File: src/rtl/ultra_scan_ctrl.sv
// Round-robin ultrasonic ranging scheduler: one trigger at a time, one shared echo-width
// timer, a quiet holdoff between shots, and one registered result strobe per shot.
module ultra_scan_ctrl #(
    parameter int N_SENS    = 4,
    parameter int CNT_W     = 17,
    parameter int TRIG_CYC  = 1000,
    parameter int ECHO_WAIT = 50000,
    parameter int MAX_W     = 131071,
    parameter int HOLD_CYC  = 6000
) (
    input  logic              clk_in,
    input  logic              rst_n,
    input  logic              run,
    input  logic              start,
    input  logic [N_SENS-1:0] echo,
    output logic [N_SENS-1:0] trig,
    output logic              busy,
    output logic              res_valid,
    output logic [2:0]        res_id,
    output logic [CNT_W-1:0]  res_width,
    output logic              res_timeout
);

    localparam int SEL_W = (N_SENS > 1) ? $clog2(N_SENS) : 1;

    localparam logic [CNT_W-1:0] L_TRIG_LAST = CNT_W'(TRIG_CYC - 1);
    localparam logic [CNT_W-1:0] L_WAIT_LAST = CNT_W'(ECHO_WAIT - 1);
    localparam logic [CNT_W-1:0] L_MAXW_LAST = CNT_W'(MAX_W - 1);
    localparam logic [CNT_W-1:0] L_MAXW      = CNT_W'(MAX_W);
    localparam logic [CNT_W-1:0] L_HOLD_LAST = CNT_W'(HOLD_CYC - 1);
    localparam logic [CNT_W-1:0] L_CNT_ONE   = CNT_W'(1);
    localparam logic [SEL_W-1:0] L_SEL_LAST  = SEL_W'(N_SENS - 1);
    localparam logic [SEL_W-1:0] L_SEL_ONE   = SEL_W'(1);

    typedef enum logic [2:0] {
        S_IDLE      = 3'd0,
        S_TRIG      = 3'd1,
        S_WAIT_RISE = 3'd2,
        S_MEASURE   = 3'd3,
        S_HOLDOFF   = 3'd4
    } state_t;

    state_t             r_state;
    logic [SEL_W-1:0]   r_sel;
    logic [CNT_W-1:0]   r_cnt;
    logic               r_sweep;
    logic [N_SENS-1:0]  r_sync1;
    logic [N_SENS-1:0]  r_sync2;
    logic               r_echo_prev;
    logic [N_SENS-1:0]  r_trig;
    logic               r_busy;
    logic               r_res_valid;
    logic [2:0]         r_res_id;
    logic [CNT_W-1:0]   r_res_width;
    logic               r_res_timeout;

    logic               w_echo_sel;
    logic               w_rise;
    logic               w_wrap;
    logic [SEL_W-1:0]   w_sel_nxt;

    function automatic logic [N_SENS-1:0] sel_onehot(input logic [SEL_W-1:0] s);
        logic [N_SENS-1:0] v;
        v    = {N_SENS{1'b0}};
        v[s] = 1'b1;
        return v;
    endfunction

    // Two-flop synchroniser per echo line plus the previous synced level of the selected line.
    always_ff @(posedge clk_in or negedge rst_n) begin
        if (!rst_n) begin
            r_sync1     <= {N_SENS{1'b0}};
            r_sync2     <= {N_SENS{1'b0}};
            r_echo_prev <= 1'b0;
        end else begin
            r_sync1     <= echo;
            r_sync2     <= r_sync1;
            r_echo_prev <= w_echo_sel;
        end
    end

    // Selected echo level, its rising edge, and the next sensor index.
    always_comb begin
        w_echo_sel = r_sync2[r_sel];
        w_rise     = w_echo_sel & ~r_echo_prev;
        w_wrap     = (r_sel == L_SEL_LAST);
        if (w_wrap) begin
            w_sel_nxt = {SEL_W{1'b0}};
        end else begin
            w_sel_nxt = r_sel + L_SEL_ONE;
        end
    end

    // Scan FSM with registered trigger, busy and result outputs.
    always_ff @(posedge clk_in or negedge rst_n) begin
        if (!rst_n) begin
            r_state       <= S_IDLE;
            r_sel         <= {SEL_W{1'b0}};
            r_cnt         <= {CNT_W{1'b0}};
            r_sweep       <= 1'b0;
            r_trig        <= {N_SENS{1'b0}};
            r_busy        <= 1'b0;
            r_res_valid   <= 1'b0;
            r_res_id      <= 3'd0;
            r_res_width   <= {CNT_W{1'b0}};
            r_res_timeout <= 1'b0;
        end else begin
            r_res_valid <= 1'b0;
            case (r_state)
                S_IDLE: begin
                    r_sel <= {SEL_W{1'b0}};
                    r_cnt <= {CNT_W{1'b0}};
                    // start together with run behaves as plain run, so no sweep is armed
                    if (run || start) begin
                        r_state <= S_TRIG;
                        r_busy  <= 1'b1;
                        r_sweep <= ~run;
                        r_trig  <= sel_onehot({SEL_W{1'b0}});
                    end
                end
                S_TRIG: begin
                    if (r_cnt == L_TRIG_LAST) begin
                        r_trig  <= {N_SENS{1'b0}};
                        r_cnt   <= {CNT_W{1'b0}};
                        r_state <= S_WAIT_RISE;
                    end else begin
                        r_cnt <= r_cnt + L_CNT_ONE;
                    end
                end
                S_WAIT_RISE: begin
                    if (w_rise) begin
                        r_cnt   <= L_CNT_ONE;
                        r_state <= S_MEASURE;
                    end else if (r_cnt == L_WAIT_LAST) begin
                        r_res_valid   <= 1'b1;
                        r_res_id      <= 3'(r_sel);
                        r_res_width   <= {CNT_W{1'b0}};
                        r_res_timeout <= 1'b1;
                        r_cnt         <= {CNT_W{1'b0}};
                        r_state       <= S_HOLDOFF;
                    end else begin
                        r_cnt <= r_cnt + L_CNT_ONE;
                    end
                end
                S_MEASURE: begin
                    if (!w_echo_sel) begin
                        r_res_valid   <= 1'b1;
                        r_res_id      <= 3'(r_sel);
                        r_res_width   <= r_cnt;
                        r_res_timeout <= 1'b0;
                        r_cnt         <= {CNT_W{1'b0}};
                        r_state       <= S_HOLDOFF;
                    end else if (r_cnt == L_MAXW_LAST) begin
                        // this high cycle would bring the count to MAX_W
                        r_res_valid   <= 1'b1;
                        r_res_id      <= 3'(r_sel);
                        r_res_width   <= L_MAXW;
                        r_res_timeout <= 1'b1;
                        r_cnt         <= {CNT_W{1'b0}};
                        r_state       <= S_HOLDOFF;
                    end else begin
                        r_cnt <= r_cnt + L_CNT_ONE;
                    end
                end
                S_HOLDOFF: begin
                    if (r_cnt == L_HOLD_LAST) begin
                        r_cnt <= {CNT_W{1'b0}};
                        if (run || (r_sweep && !w_wrap)) begin
                            r_sel   <= w_sel_nxt;
                            r_trig  <= sel_onehot(w_sel_nxt);
                            r_state <= S_TRIG;
                        end else begin
                            r_sel   <= {SEL_W{1'b0}};
                            r_sweep <= 1'b0;
                            r_busy  <= 1'b0;
                            r_state <= S_IDLE;
                        end
                    end else begin
                        r_cnt <= r_cnt + L_CNT_ONE;
                    end
                end
                default: begin
                    r_state <= S_IDLE;
                    r_sel   <= {SEL_W{1'b0}};
                    r_cnt   <= {CNT_W{1'b0}};
                    r_sweep <= 1'b0;
                    r_trig  <= {N_SENS{1'b0}};
                    r_busy  <= 1'b0;
                end
            endcase
        end
    end

    assign trig        = r_trig;
    assign busy        = r_busy;
    assign res_valid   = r_res_valid;
    assign res_id      = r_res_id;
    assign res_width   = r_res_width;
    assign res_timeout = r_res_timeout;

endmodule
File: config.mk
export PLATFORM = sky130hd
export DESIGN_NAME = ultra_scan_ctrl
export DESIGN_NICKNAME = d
export VERILOG_FILES = /design/src/rtl/ultra_scan_ctrl.sv
export SDC_FILE = /design/constraint.sdc
export NUM_CORES = 1
export LEC_CHECK = 0
export ABC_AREA = 1
export BUFFER_PORTS_ARGS = -buffer_cell sky130_fd_sc_hd__buf_2
export CORE_MARGIN = 2
export CORE_UTILIZATION = 40
export DETAILED_ROUTE_END_ITERATION = 6
export GPL_ROUTABILITY_DRIVEN = 0
export SKIP_LAST_GASP = 1
export SYNTH_ARGS = -nofsm -noshare
export SYNTH_HDL_FRONTEND = slang
export SYNTH_SLANG_ARGS = --single-unit
File: constraint.sdc
create_clock -name clk_in -period 2.84 [get_ports clk_in]
set_clock_uncertainty 0.15 [all_clocks]
set_input_delay 0.142 -clock clk_in [delete_from_list [all_inputs] [get_ports clk_in]]
set_output_delay 0.142 -clock clk_in [all_outputs]
set_load 0.02 [all_outputs]
# == Word level (Yosys, flattened, before mapping) ==
# Index checks and enable logic that the tools add are counted.
# totals
word_cells,110
reg_bits,59
in_bits,8
# op_classes
bitwise_logic,5
magnitude_cmp,3
n_eq_ne,18
addsub,2
reduce_logical,14
n_mux,55
# ops
operator,n
2-to-1 mux 17 bit,10
case mux 17 bit (4 select lines),1
case mux 17 bit (2 select lines),1
2-to-1 mux 3 bit,11
adder 17 x 1 -> 17 bit (second input constant),1
equality test 17 x 10 -> 1 bit (second input constant),1
equality test 17 x 13 -> 1 bit (second input constant),1
equality test 17 x 16 -> 1 bit (second input constant),1
equality test 17 bit (second input constant),1
2-to-1 mux 4 bit,4
case mux 4 bit (4 select lines),1
2-to-1 mux 1 bit,15
case mux 3 bit (5 select lines),1
inequality test 2 bit (second input constant),7
AND reduction 5 bit,2
AND reduction 4 bit,2
equality test 3 x 2 -> 1 bit (second input constant),2
< comparator 2 x 3 -> 1 bit (second input constant),2
2-to-1 mux 2 bit,3
inequality test 3 bit (second input constant),2
case mux 1 bit (3 select lines),2
case mux 3 bit (2 select lines),1
NOT 1 bit,4
case mux 1 bit (2 select lines),2
other kinds (17),19

# == Depth between registers and ports, before layout ==
# Gate-level depths: netlist of run 1.
# logic_depth
depth_word,9
depth_mapped,12

# == Worst setup path after synthesis of run 1 ==
# OpenSTA, ideal clock, no wires.
# synth_path
path_type,reg-to-reg
from,reg r_cnt[1]
to,reg r_cnt[14]
slack_ns,1.092
stages_incl_launch_ff,12
arrival_ns,1.477
setup_time_ns,0.121
cell_sequence,dfrtp_1 -> ha_1 -> nand3_2 -> nor2_1 -> nand3_1 -> nand2_2 -> nand2_2 -> inv_2 -> nand3_2 -> inv_2 -> buf_6 -> nor2_1
# synth_via
elab_chain_cells,4
# synth_rtl
item,line,rtl
start: declaration,45,logic [CNT_W-1:0] r_cnt;
start signal: assignment,99,r_cnt <= {CNT_W{1'b0}};
start signal: assignment,112,r_cnt <= {CNT_W{1'b0}};
start signal: assignment,124,r_cnt <= {CNT_W{1'b0}};
adder 17 x 1 -> 17 bit (tied with other cells),--,
2-to-1 mux 17 bit (on tied branches),"153, 134",
2-to-1 mux 17 bit (on tied branches),"146, 131",
case mux 17 bit (4 select lines) (*),109,case (r_state)
# Mark *: on every way between the ends. The rest lies on a longest branch, timed or not.
# A chain may end at the register's enable or synchronous reset.

# == Worst setup path after layout of run 1 ==
# layout_path
from,reg r_cnt[1]
to,"reg r_res_id[0], in the netlist res_id[0]"
# layout_via
elab_chain_cells,3
# layout_rtl
item,line,rtl
equality test 17 bit / equality test 17 x 16 -> 1 bit (equally long branches),"153, 134",
inequality test 3 bit (no source line) / inequality test 2 bit (equally long branches),--,
AND reduction 4 bit (no source line) (*),--,
end signal: assignment,136,r_res_id <= 3'(r_sel);
end signal: assignment,148,r_res_id <= 3'(r_sel);
end signal: assignment,156,r_res_id <= 3'(r_sel);
end: declaration,53,logic [2:0] r_res_id;
# Marked as above.

==> results of run 1 <==
## through the flow
| stage | util [%] | worst slack [ps] | instances |
|---|---|---|---|
| global placement | 44.5 | 800 | 439 |
| global route | 48.7 | 478 | 461 |
| CTS | 48.7 | 711 | 461 |
| detailed placement | 44.5 | 741 | 439 |
| finish | 48.7 | 722 | 461 |
| floorplan | - | 1090 | 334 |
## cell usage after synthesis (6+ instances only)
cell	number	area (um2)
nand2_2	6	37.5
nand2_1	55	206
buf_2	7	35.0
nor2_1	66	248
dfrtp_1	58	1450
o21ai_1	17	85.1
o21ai_0	14	70.1
inv_2	6	22.5
inv_1	24	90.1
a21oi_1	6	30.0
ha_1	7	87.6
nand3_1	35	175
xor2_1	7	61.3
## cell families (layout without fill, tap and decap cells)
group | count (synthesis) | count (layout) | share of synthesized area, %
buffers and inverters | 40 | 87 | 6.11
AND/OR/NAND/NOR | 179 | 179 | 28.2
other | 1 | 1 | 0.135
flip-flops | 58 | 58 | 52.1
AO/OA/AOI/OAI | 40 | 40 | 7.45
adder cells (fa/ha/maj) | 7 | 7 | 3.14
XOR/XNOR | 9 | 9 | 2.83
## what timing repair did
action | CTS | global route
resized for setup | 0 | 0
hold endpoints to repair | 23 | 0
hold buffers | 6 | 0
## layout make-up
class,count,area [um2],area share (%)
Clock inverter,5,77.6,2.36
Tap cell,80,100,3.04
Timing Repair Buffer,41,240,7.31
Clock buffer,11,141,4.30
Inverter,30,113,3.42
Multi-Input combinational cell,236,1160,35.4
Sequential cell,58,1450,44.1
## how the worst max path moves through the flow
stage	from	end	slack (ps)	cells after the start
after CTS	r_cnt[1]$_DFF_PN0_	res_id[0]$_DFFE_PN0P_	710	9
after floorplan	r_cnt[1]$_DFF_PN0_	r_cnt[14]$_DFF_PN0_	1090	11
after global routing	r_cnt[1]$_DFF_PN0_	res_id[0]$_DFFE_PN0P_	480	9
after global placement	r_cnt[0]$_DFF_PN0_	res_id[1]$_DFFE_PN0P_	800	9
final	r_cnt[1]$_DFF_PN0_	res_id[0]$_DFFE_PN0P_	720	9
after detailed placement	r_cnt[1]$_DFF_PN0_	res_id[0]$_DFFE_PN0P_	740	9
## sequential cells by signal (all words and copies together), names as in the netlist
signal,count
r_cnt,17
res_width,17
r_sync1,4
r_sync2,4
trig,4
r_state,3
r_sel,2
res_id,2
busy,1
r_echo_prev,1
r_sweep,1
res_timeout,1
res_valid,1
## worst reg2reg max path: stages, from the launching register on
cell	delay (ps)
dfrtp_1	400
ha_1	250
nand3_2	180
inv_1	110
nand3_1	80
nor2_1	130
nand3_2	330
nand2_2	250
nor2_1	70
a21oi_1	110
## power breakdown
group          internal (W)  switching [W]
logic              0.000350       0.000713
clock network      0.000515       0.000319
registers           0.00103       0.000121
## metal layers
metal | up-vias | wire length [um]
li1 | 1160 | -
met1 | 1036 | 2720
met2 | 46 | 2820
met3 | 13 | 276
met4 | 0 | 90
met5 | - | 0
==> summary.txt, run 1 <==
outcome -> completed
grt met3 use -> 5.31%
core footprint -> 6760 um2
remaining routing DRC violations -> 0
TritonCTS Sinks -> 58
Critical Path Max Stage Delay -> 400 ps
Netlist cell types -> 28
Synth Warn # -> 0
row count -> 30
Clock Latency Late Sink -> 330 ps
Cells after Synth -> 334
CTS Root Buffer Type -> clkbuf_8
Slew HR -> 60.2%
met2 usage -> 28.8%
Post-CTS Repair Setup Buffers -> 0
Clock Path Buffers -> 2
nets@finish -> 391
routed length per instance -> 12.8 um
Setup crit start kind -> flop
largest net degree at the start of global routing -> 41
power per cell area -> 926 nW/um2
R2R cell count -> 9
slowest stage cell, crit path -> dfrtp_1
Critical R2R Launch -> r_cnt[1]$_DFF_PN0_
CTS buffer count -> 9
Slew Viols, Final -> 0
post-synthesis sequential area ratio -> 52.1%
Via-to-Cell Ratio -> 4.89
Syn Area/Cell -> 8.34 um2
IO Pins -> 35
crit path capture type -> flop
Worst EP required -> 2950 ps
placed cell areas -> 3010 um2
Post-DRT Antenna Nets -> 0
Die W -> 87.5 um
Post-synth EDFFs -> 0
Seq cells post-synth -> 58
WHS -> 128 ps
setup violators final -> 0
FF-to-FF End -> res_id[0]$_DFFE_PN0P_
GRT overflow -> 0
area grow syn2layout -> 18.0%
initial DRC count -> 103
CP Data Arrival Time -> 2230 ps
Worst Max-Slew Pin Slew -> 595 ps
Netlist Area Pre-Place -> 2790 um2
Hold Vio Cnt, Final -> 0
die area -> 7650 um2
layout cells sized above 1 -> 18.1%
first-pass GRT wire length -> 10.2 mm
H-tree levels -> 3
worst min-delay path class -> in2async
Reg clk slew, reported paths -> 70 ps
Main synth FF type -> dfrtp_1
RSZ-0062 raised after global routing -> false
highest ir drop seen on vdd -> 0.446 mV
Final Cell Area -> 3290 um2
DPL Wire Length -> 4.22 mm
gr usage total -> 17.4%
fill count -> 694
Fmax -> 472 MHz
final wirelength -> 5.90 mm
Reg2Reg Setup Slack -> 720 ps
GRT busiest layer -> met2
Async SR Flop Fraction -> 100%
initial antenna violation count -> 0
commonest non-fill, non-tap cell in the layout -> nor2_1
total power -> 0.00305 W
worst setup path category -> reg2reg
CTS tree -> built
CP top delay family -> simple AND/OR/NAND/NOR gates
CP Cell Sequence -> ha_1, nand3_2, inv_1, nand3_1, nor2_1, nand3_2, nand2_2, nor2_1, a21oi_1
post-route minimum period -> 2120 ps
chip height -> 87.5 um
total iterations of the first detailed-routing run -> 4
Buf+Inv Stages, Crit Path -> 1
Ant. Diodes -> 0
initial core utilization -> 41.2%
fin crit share -> 74.6%
vias in the first global route -> 2216
met1 Use GR -> 21.3%
Net Count, Synth -> 349
via count -> 2255
Leak Pwr -> 1.58 nW
commonest cells after routing, fill and taps aside -> 66 x nor2_1, 58 x dfrtp_1, 55 x nand2_1
max_cap viols -> 0
Setup TNS -> 0 ps
Port-buffer cells -> 33
crit-path max FO -> 19
(Power assumes the default switching activity.)
==> run 2, diff against run 1 <==
==> constraint.sdc (replaced) <==
create_clock -name clk_in -period 1.9 [get_ports clk_in]
set_clock_uncertainty 0.15 [all_clocks]
set_input_delay 0.095 -clock clk_in [delete_from_list [all_inputs] [get_ports clk_in]]
set_output_delay 0.095 -clock clk_in [all_outputs]
set_load 0.02 [all_outputs]
==> run 2 against run 1 <==
  * Hold slack gained 16 ps
  * First-iteration DRC count shrank 18%
  * Core utilization grew 3.1 points
  * Combinational power grew 60%
  * Maximum frequency grew 20%
  * Largest cell class unchanged
  * Register-to-register slack lost 590 ps
  * Sequential cell count is the same
  * Largest power group unchanged
  * Die area is the same
  * Setup slack lost 590 ps
  * Wire length grew 4.9%
==> summary.txt, run 2 (same netlist as run 1, synthesis figures left out) <==
area of the multi-input gates -> 1210 um2 (+3.8%)
TritonCTS Sinks -> 58 (unchanged)
nets@finish -> 414 (+5.9%)
Critical R2R Launch -> r_cnt[1]$_DFF_PN0_
Critical Path Max Stage Delay -> 420 ps (+20 ps)
Slew Viols, Final -> 0 (unchanged)
commonest non-fill, non-tap cell in the layout -> nor2_1
Worst EP required -> 2010 ps (-940 ps)
remaining routing DRC violations -> 0 (unchanged)
Leak Pwr -> 1.68 nW (+6.7%)
worst setup path category -> reg2reg
Post-DRT Antenna Nets -> 0 (unchanged)
via count -> 2328 (+3.2%)
first-pass GRT wire length -> 10.7 mm (+4.6%)
total iterations of the first detailed-routing run -> 4 (unchanged)
slowest stage cell, crit path -> dfrtp_1
power per cell area -> 1300 nW/um2 (+40%)
post-route minimum period -> 1770 ps (-350 ps)
IO Pins -> 35 (unchanged)
Via-to-Cell Ratio -> 4.83 (-1.3%)
Worst Slack Setup Final -> 133 ps (-590 ps)
most used cell, CP -> o21ai_0
layout cells sized above 1 -> 26.6% (+8.5 points)
routed length per instance -> 12.8 um (+0.29%)
final wirelength -> 6.19 mm (+4.9%)
R2R cell count -> 8 (-1)
area grow syn2layout -> 25.6%
Setup TNS -> 0 ps (unchanged)
highest ir drop seen on vdd -> 0.566 mV (+27%)
CTS tree -> built
crit path capture type -> flop
Port-buffer cells -> 33 (unchanged)
DPL Wire Length -> 4.54 mm (+7.4%)
FF-to-FF End -> r_cnt[14]$_DFF_PN0_
Hold Vio Cnt, Final -> 0 (unchanged)
vias in the first global route -> 2370 (+6.9%)
initial DRC count -> 84 (-18%)
Reg2Reg Setup Slack -> 130 ps (-590 ps)
largest net degree at the start of global routing -> 35 (-15%)
fill count -> 680 (-2.0%)
Place WS -> -17.0 ps (-758 ps)
crit-path max FO -> 3 (-16)
CP Cell Sequence -> ha_4, nand3_2, buf_4, nor2_2, nand4_1, o21ai_0, o21ai_0, nor2_1
CP Data Arrival Time -> 1870 ps (-360 ps)
die area -> 7650 um2 (unchanged)
Sequential Area -> 1460 um2 (+0.35%)
initial antenna violation count -> 0 (unchanged)
WHS -> 143 ps (+15.7 ps)
CTS buffer count -> 9 (unchanged)
commonest cells after routing, fill and taps aside -> 58 x nor2_1, 55 x nand2_1, 54 x dfrtp_1
Die W -> 87.5 um (unchanged)
fin crit share -> 93.0% (+18 points)
Final Cell Area -> 3500 um2 (+6.4%)
Reg clk slew, reported paths -> 60 ps (about the same)
max_cap viols -> 0 (unchanged)
outcome -> completed
worst min-delay path class -> in2async
placed cell areas -> 3100 um2 (+3.2%)
CTS Root Buffer Type -> clkbuf_8
core footprint -> 6760 um2 (unchanged)
Clock Latency Late Sink -> 320 ps (about the same)
row count -> 30 (unchanged)
chip height -> 87.5 um (unchanged)
setup violators final -> 0 (unchanged)
H-tree levels -> 3 (unchanged)
Setup crit start kind -> flop
Clock Path Buffers -> 2 (unchanged)
GRT overflow -> 0 (unchanged)
Ant. Diodes -> 0 (unchanged)
initial core utilization -> 41.2% (unchanged)
gr usage total -> 18.0% (+0.60 points)
Fmax -> 566 MHz (+20%)
-- run 2: how the worst max path moves through the flow --
stage	cells after the start	slack, ps	to	from
2_1_floorplan	11	150	r_cnt[14]$_DFF_PN0_	r_cnt[1]$_DFF_PN0_
3_3_place_gp	7	60	trig[0]$_DFFE_PN0P_	r_state[0]$_DFFE_PN0P_
3_5_place_dp	10	-20	r_cnt[2]$_DFF_PN0_	r_cnt[1]$_DFF_PN0_
4_1_cts	8	9	trig[2]$_DFFE_PN0P_	r_state[0]$_DFFE_PN0P_
5_1_grt	9	-30	r_state[1]$_DFFE_PN0P_	r_cnt[5]$_DFF_PN0_
6_report	8	130	r_cnt[14]$_DFF_PN0_	r_cnt[1]$_DFF_PN0_
-- run 2: cell type report --
| class | count | area share (%) |
|---|---|---|
| inverters | 30 | 3.36 |
| repair buffers | 64 | 12.2 |
| well taps | 80 | 2.86 |
| multi-input cells | 236 | 34.5 |
| clock buffers | 11 | 4.33 |
| clock inverters | 3 | 1.14 |
| flip-flops and latches | 58 | 41.6 |
-- run 2: power by group --
part	internal, W	switching, W	total, W
Clock	0.000658	0.000453	0.00111
Combinational	0.000602	0.00109	0.00170
Sequential	0.00154	0.000199	0.00174
-- run 2: per-layer routing --
metal	track usage [%]	up-vias	routed length, um
met5	0	-	0
met4	5.45	0	49
met3	5.69	6	220
met2	31.8	36	3140
met1	20.7	1089	2780
li1	-	1197	-
-- run 2: timing repair --
item	CTS	global route
endpoints found under the hold margin	63	0
buffers inserted	0	12
setup endpoints to repair	14	42
pin swaps	0	5
resized for setup	1	20
hold buffers	6	0
-- run 2: metrics by stage --
stage | utilization [%] | power, W | cells
floorplan | - | 0.00289 | 334
global placement | 45.9 | 0.00335 | 450
detailed placement | 45.9 | 0.00339 | 450
CTS | 49.7 | 0.00454 | 470
global route | 51.8 | 0.00490 | 482
finish | 51.8 | 0.00455 | 482
-- run 2: worst max-delay path, delay by kind of cell (launching register included) --
family          cells  cell delay, ps
buf+inv             1             170
compound gates      2             280
simple gates        4             490
fa+ha+maj           1             180
flops               1             420
